===== src/rtl/peripheral_oplib_pkg.sv =====
// Shared types for the front-panel operand loader: FSM states, byte type, sizing helper.
package peripheral_oplib_pkg;

  typedef enum logic {
    S_LOAD  = 1'b0,
    S_READY = 1'b1
  } oplib_state_e;

  typedef logic [7:0] byte_t;

  function automatic int max_int(input int a, input int b);
    return (a > b) ? a : b;
  endfunction

endpackage


===== src/rtl/peripheral_edge_rise.sv =====
// Two-flop rising-edge detector; flops preset to 1 so a level held through reset never pulses.
module peripheral_edge_rise (
  input  logic clk,
  input  logic reset,
  input  logic level,
  output logic pulse
);

  logic r_q1;
  logic r_q2;

  always_ff @(posedge clk) begin
    if (!reset) begin
      r_q1 <= 1'b1;
      r_q2 <= 1'b1;
    end else begin
      r_q1 <= level;
      r_q2 <= r_q1;
    end
  end

  assign pulse = r_q1 & ~r_q2;

endmodule


===== src/rtl/peripheral_operand_loader.sv =====
// Byte-serial operand entry and result readback for the front panel.
// Optional byte-undo enabled by defining PERIPHERAL_OPLOAD_UNDO_EN.
//
// state   | meaning
// S_LOAD  | collecting operand bytes at wr_ptr
// S_READY | all NB bytes loaded, operands frozen for the core
module peripheral_operand_loader
  import peripheral_oplib_pkg::*;
#(
  parameter int NUM_OPS = 2,
  parameter int OP_W    = 32,
  parameter int RES_W   = 32,
  localparam int NB     = NUM_OPS * OP_W / 8,
  localparam int RB     = RES_W / 8,
  localparam int PW     = $clog2(max_int(NB, RB) + 1)
) (
  input  logic                    clk,
  input  logic                    reset,
  input  logic [7:0]              inputdata,
  input  logic                    enterpulse,
  input  logic                    loaddata,
  input  logic                    clear,
  input  logic                    undo,
  input  logic [RES_W-1:0]        dataR,
  output logic [NUM_OPS*OP_W-1:0] operands,
  output logic                    inputdata_ready,
  output logic [7:0]              dataoutput,
  output logic [PW-1:0]           pos,
  output logic                    byte_strobe
);

  oplib_state_e r_state, w_state_nxt;
  byte_t        r_bytes [NB];
  logic [PW-1:0] r_wr_ptr, r_rd_ptr;
  byte_t        r_dout;
  logic         r_strobe;

  logic          w_enter, w_undo;
  logic          w_wr, w_rd, w_un;
  logic [PW-1:0] w_wr_idx, w_un_idx;
  byte_t         w_rd_byte;

  peripheral_edge_rise u_enter_edge (
    .clk   (clk),
    .reset (reset),
    .level (enterpulse),
    .pulse (w_enter)
  );

`ifdef PERIPHERAL_OPLOAD_UNDO_EN
  peripheral_edge_rise u_undo_edge (
    .clk   (clk),
    .reset (reset),
    .level (undo),
    .pulse (w_undo)
  );
`else
  logic w_unused_undo;
  assign w_unused_undo = undo;
  assign w_undo        = 1'b0;
`endif

  // A new entry from READY restarts at byte 0; wr_ptr sits at NB there
  assign w_wr_idx = (r_state == S_READY) ? '0 : r_wr_ptr;
  assign w_un_idx = r_wr_ptr - PW'(1);

  always_comb begin
    w_state_nxt = r_state;
    w_wr        = 1'b0;
    w_rd        = 1'b0;
    w_un        = 1'b0;
    if (clear) begin
      w_state_nxt = S_LOAD;
    end else if (w_enter) begin
      if (loaddata) begin
        w_wr        = 1'b1;
        w_state_nxt = (w_wr_idx == PW'(NB - 1)) ? S_READY : S_LOAD;
      end else begin
        w_rd = 1'b1;
      end
    end else if (w_undo && (r_wr_ptr != '0)) begin
      w_un        = 1'b1;
      w_state_nxt = S_LOAD;
    end
  end

  always_comb begin
    w_rd_byte = '0;
    for (int i = 0; i < RB; i++) begin
      if (r_rd_ptr == PW'(i)) w_rd_byte = dataR[i*8 +: 8];
    end
  end

  always_ff @(posedge clk) begin
    if (!reset) r_state <= S_LOAD;
    else        r_state <= w_state_nxt;
  end

  always_ff @(posedge clk) begin
    if (!reset) begin
      for (int i = 0; i < NB; i++) r_bytes[i] <= '0;
      r_wr_ptr <= '0;
      r_rd_ptr <= '0;
      r_dout   <= '0;
      r_strobe <= 1'b0;
    end else begin
      r_strobe <= w_wr | w_rd | w_un;
      if (clear) begin
        for (int i = 0; i < NB; i++) r_bytes[i] <= '0;
        r_wr_ptr <= '0;
        r_rd_ptr <= '0;
      end else if (w_wr) begin
        for (int i = 0; i < NB; i++) begin
          if (w_wr_idx == PW'(i)) r_bytes[i] <= inputdata;
        end
        r_wr_ptr <= w_wr_idx + PW'(1);
        r_dout   <= inputdata;
      end else if (w_rd) begin
        r_dout   <= w_rd_byte;
        r_rd_ptr <= (r_rd_ptr == PW'(RB - 1)) ? '0 : r_rd_ptr + PW'(1);
      end else if (w_un) begin
        for (int i = 0; i < NB; i++) begin
          if (w_un_idx == PW'(i)) r_bytes[i] <= '0;
        end
        r_wr_ptr <= w_un_idx;
      end
    end
  end

  for (genvar g = 0; g < NB; g++) begin : g_flat
    assign operands[g*8 +: 8] = r_bytes[g];
  end

  assign inputdata_ready = (r_state == S_READY);
  assign dataoutput      = r_dout;
  assign byte_strobe     = r_strobe;
  assign pos             = loaddata ? r_wr_ptr : r_rd_ptr;

endmodule


===== config.mk =====
export PLATFORM = sky130hd
export DESIGN_NAME = peripheral_operand_loader
export DESIGN_NICKNAME = d
export VERILOG_FILES = /design/src/rtl/peripheral_oplib_pkg.sv /design/src/rtl/peripheral_edge_rise.sv /design/src/rtl/peripheral_operand_loader.sv
export SDC_FILE = /design/constraint.sdc
export NUM_CORES = 1
export LEC_CHECK = 0
export ABC_AREA = 1
export ABC_CLOCK_PERIOD_IN_PS = 2100
export CELL_PAD_IN_SITES_DETAIL_PLACEMENT = 1
export CELL_PAD_IN_SITES_GLOBAL_PLACEMENT = 2
export CORE_MARGIN = 2
export CORE_UTILIZATION = 27
export CTS_CLUSTER_DIAMETER = 60
export CTS_CLUSTER_SIZE = 40
export DETAILED_ROUTE_END_ITERATION = 6
export HOLD_SLACK_MARGIN = 0.15
export PLACE_DENSITY_LB_ADDON = 0.25
export SLEW_MARGIN = 10
export SYNTH_ARGS = -nofsm -noshare
export SYNTH_HDL_FRONTEND = slang
export SYNTH_HIERARCHICAL = 1
export SYNTH_SLANG_ARGS = --single-unit
export TNS_END_PERCENT = 100

===== constraint.sdc =====
create_clock -name clk -period 2.1 [get_ports clk]
set_input_delay 0.21 -clock clk [delete_from_list [all_inputs] [get_ports clk]]
set_output_delay 0.21 -clock clk [all_outputs]
set_load 0.02 [all_outputs]

==> metrics.yaml, run 1 <==
synthTopCellsByCount: "nand2_1 (92), nor2_1 (57), edfxtp_1 (56)"
clock-root-buffer: "clkbuf_16"
routed_wl_mm: 11.3
worst_setup_path_end_kind: "primary output"
status: "complete, no violations"
seq_area_frac_synth: 0.582
area_growth_pct: 46.3
worst_slack_ns: 0.190
gp_congestion: 0.801
p_clk_frac: 0.400
clock_sinks: 84
initial_utilization: 0.276
p_sw_mw: 0.900
syn-num-nets: 469
layout-drive-gt1-share: 0.112
hold_viol_final: 0
diodes: 0
rsz0062_at_grt: "no"
grt_pass1_vias: 3334
vias: 3297
port_buffers: 122
drc: 0
clockBufferDepth: 2
ctsHoldBuffers: 0
synthCells: 419
power.density_mw_per_mm2: 658
grt_start_max_net_pins: 25
power_frac_seq: 0.492
worstPathArrival_ns: 1.70
postSynthAreaPerCell_um2: 9.19
synth_async_sr_flop_share: 0
pwr-share-comb: 0.107
instances_no_fill: 741
startpoint: "loaddata"
drv_cap: 0
internal_power_mw: 2.81
ioPinCount: 124
grtUsageTotal: 0.152
worstMarginPinSlew_ns: 0.503
yosys.area.top_type_share: 0.437
tns_ns: 0
cts_tree: "yes"
core_mm2: 0.0139
grt_overflow: 0
max_freq_mhz: 524
synth_cell_type_count: 32
synth_flop_cell: "edfxtp_1"
peakVddDrop_mv: 0.350
cp_max_fo: 9
r2r_start: "r_rd_ptr[0]$_SDFFE_PP0P_"
path_clk_slew_ns: 0.06
fillers: 1577
postCtsSetupBuffers: 0
synth_seq_cells: 84
die_x_um: 123
cts_made_buffers: 9
dp_hpwl_mm: 8.62
die_y_um: 123
clock-skew-final_ns: 0.00994
setup_violations: 0
fin_crit_sh: 0.910
post_cts_resized: 0
worstReg2RegEnd: "dataoutput[3]$_SDFFE_PN0P_"
synth_edf_count: 56
die_area_mm2: 0.0152
cp-endpoint: "pos[3]"
dr.first_iter.drc_count: 178
clock_latency_ns: 0.34
p_sw_frac: 0.243
min_path_type: "primary input to flop"
critPathRequiredTime_ns: 1.89
synth_top_cell_by_area: "edfxtp_1"
r2r_cells: 8
wl_per_cell_um: 15.3
synth_area_leaders: "edfxtp_1 (44%), dfxtp_1 (15%), nand2_1 (9.0%), nor2_1 (5.6%), inv_1 (4.8%)"
antenna_found_initial: 0
fin_crit_ns: 1.91
critPathKind: "primary input to primary output"
synth.most_common_cell: "nand2_1"
htreeDepth: 3
viasPerCell: 4.45
slew_headroom: 0.664
grt_first_pass_wirelength_mm: 17.4
dp_slack_ns: 0.0393
antenna_left: 0
leakagePower_nw: 2.35
core.rowCount: 43
yosys_warnings: 6
worst_setup_path_start_kind: "primary input"
netlist_area_mm2: 0.00385
nets: 606
drv_slew: 0
first_pass_iters: 4
dp_cells: 725
reg2reg_slack_ns: 0.37
## stage by stage
stage / instance area [µm²] / util / hold slack [ns] / power (mW)
finish: 5640 / 0.404 / 0.416 / 3.71
global placement: 5360 / 0.385 / 0.412 / 2.26
CTS: 5640 / 0.404 / 0.422 / 3.75
global route: 5640 / 0.404 / 0.432 / 3.84
detailed placement: 5360 / 0.385 / 0.430 / 2.27
floorplan: 3850 / - / 0.279 / 2.03
## power groups by stage
stage | Sequential (mW) | Clock, mW | Combinational (mW)
after floorplan | 1.93 | 0 | 0.0989
after global routing | 1.83 | 1.57 | 0.430
after CTS | 1.83 | 1.51 | 0.405
final | 1.83 | 1.48 | 0.399
after global placement | 1.86 | 0 | 0.400
after detailed placement | 1.86 | 0 | 0.404
## final cells by class
| cell class | count | area, µm² | area share |
|---|---|---|---|
| repair buffers | 138 | 1340 | 0.238 |
| multi-input cells | 268 | 1340 | 0.238 |
| clock inverters | 6 | 47.5 | 0.00844 |
| clock buffers | 10 | 229 | 0.0406 |
| inverters | 55 | 211 | 0.0375 |
| well taps | 180 | 225 | 0.0400 |
| flip-flops and latches | 84 | 2240 | 0.398 |
## how the worst min path moves through the flow
stage / start / to / slack [ns] / cells after the start
after floorplan: reset / u_enter_edge/r_q1$_SDFF_PN1_ / 0.28 / 1
after global placement: u_enter_edge/r_q1$_SDFF_PN1_ / u_enter_edge/r_q2$_SDFF_PN1_ / 0.41 / 2
after detailed placement: u_enter_edge/r_q1$_SDFF_PN1_ / u_enter_edge/r_q2$_SDFF_PN1_ / 0.43 / 2
after CTS: enterpulse / u_enter_edge/r_q1$_SDFF_PN1_ / 0.42 / 3
after global routing: enterpulse / u_enter_edge/r_q1$_SDFF_PN1_ / 0.43 / 3
final: enterpulse / u_enter_edge/r_q1$_SDFF_PN1_ / 0.42 / 3
## cells by family after synthesis
family                   count (synthesis)  share of synthesized area
AND/OR/NAND/NOR                        222                      0.278
adder cells (fa/ha/maj)                  4                     0.0130
flip-flops                              84                      0.582
buffers and inverters                   67                     0.0705
AO/OA/AOI/OAI                           42                     0.0568
## metal layers
metal  part of all wire  up-vias  global-route usage
met5                  0        -                   0
met4             0.0049        0              0.0234
met3              0.052        6              0.0429
met2               0.49       72               0.255
met1               0.45     1576               0.199
li1                   -     1643                   -
## registers in the layout, indices dropped and copies added, names as in the netlist
| register | cells |
|---|---|
| byte_strobe | 1 |
| dataoutput | 8 |
| inputdata_ready | 1 |
| r_bytes | 64 |
| r_rd_ptr | 4 |
| r_wr_ptr | 4 |
| u_enter_edge/r_q1 | 1 |
| u_enter_edge/r_q2 | 1 |
## worst max-delay path, stage by stage
cell	delay (ns)
clkdlybuf4s50_1	0.53
buf_4	0.18
nand2_1	0.06
o21ai_0	0.09
clkdlybuf4s50_1	0.63
## cells in the final DEF (no fill, tap or decap), drive strengths merged
cell	count
clkdlybuf4s50	122
nand2	100
nor2	70
inv	57
edfxtp	56
dfxtp	28
nand3	27
a21oi	21
o21ai	18
buf	16
clkbuf	10
nand4	9
nand3b	8
ha	4
nor3	4
clkinv	3
or2	2
and3	1
nor4	1
o31ai	1
o221ai	1
a211oi	1
clkinvlp	1
(Power assumes the default switching activity.)
==> inputs of run 2 (changes only) <==
Settings changed: ABC_CLOCK_PERIOD_IN_PS 2100 to unset.
==> results of run 2 <==
No change in the layout: final DEF, timing and power equal those of run 1.
==> inputs of run 3 (changes only) <==
Settings changed: ABC_CLOCK_PERIOD_IN_PS set to 2100.
==> results of run 3 <==
No change in the layout: final DEF, timing and power equal those of run 1.
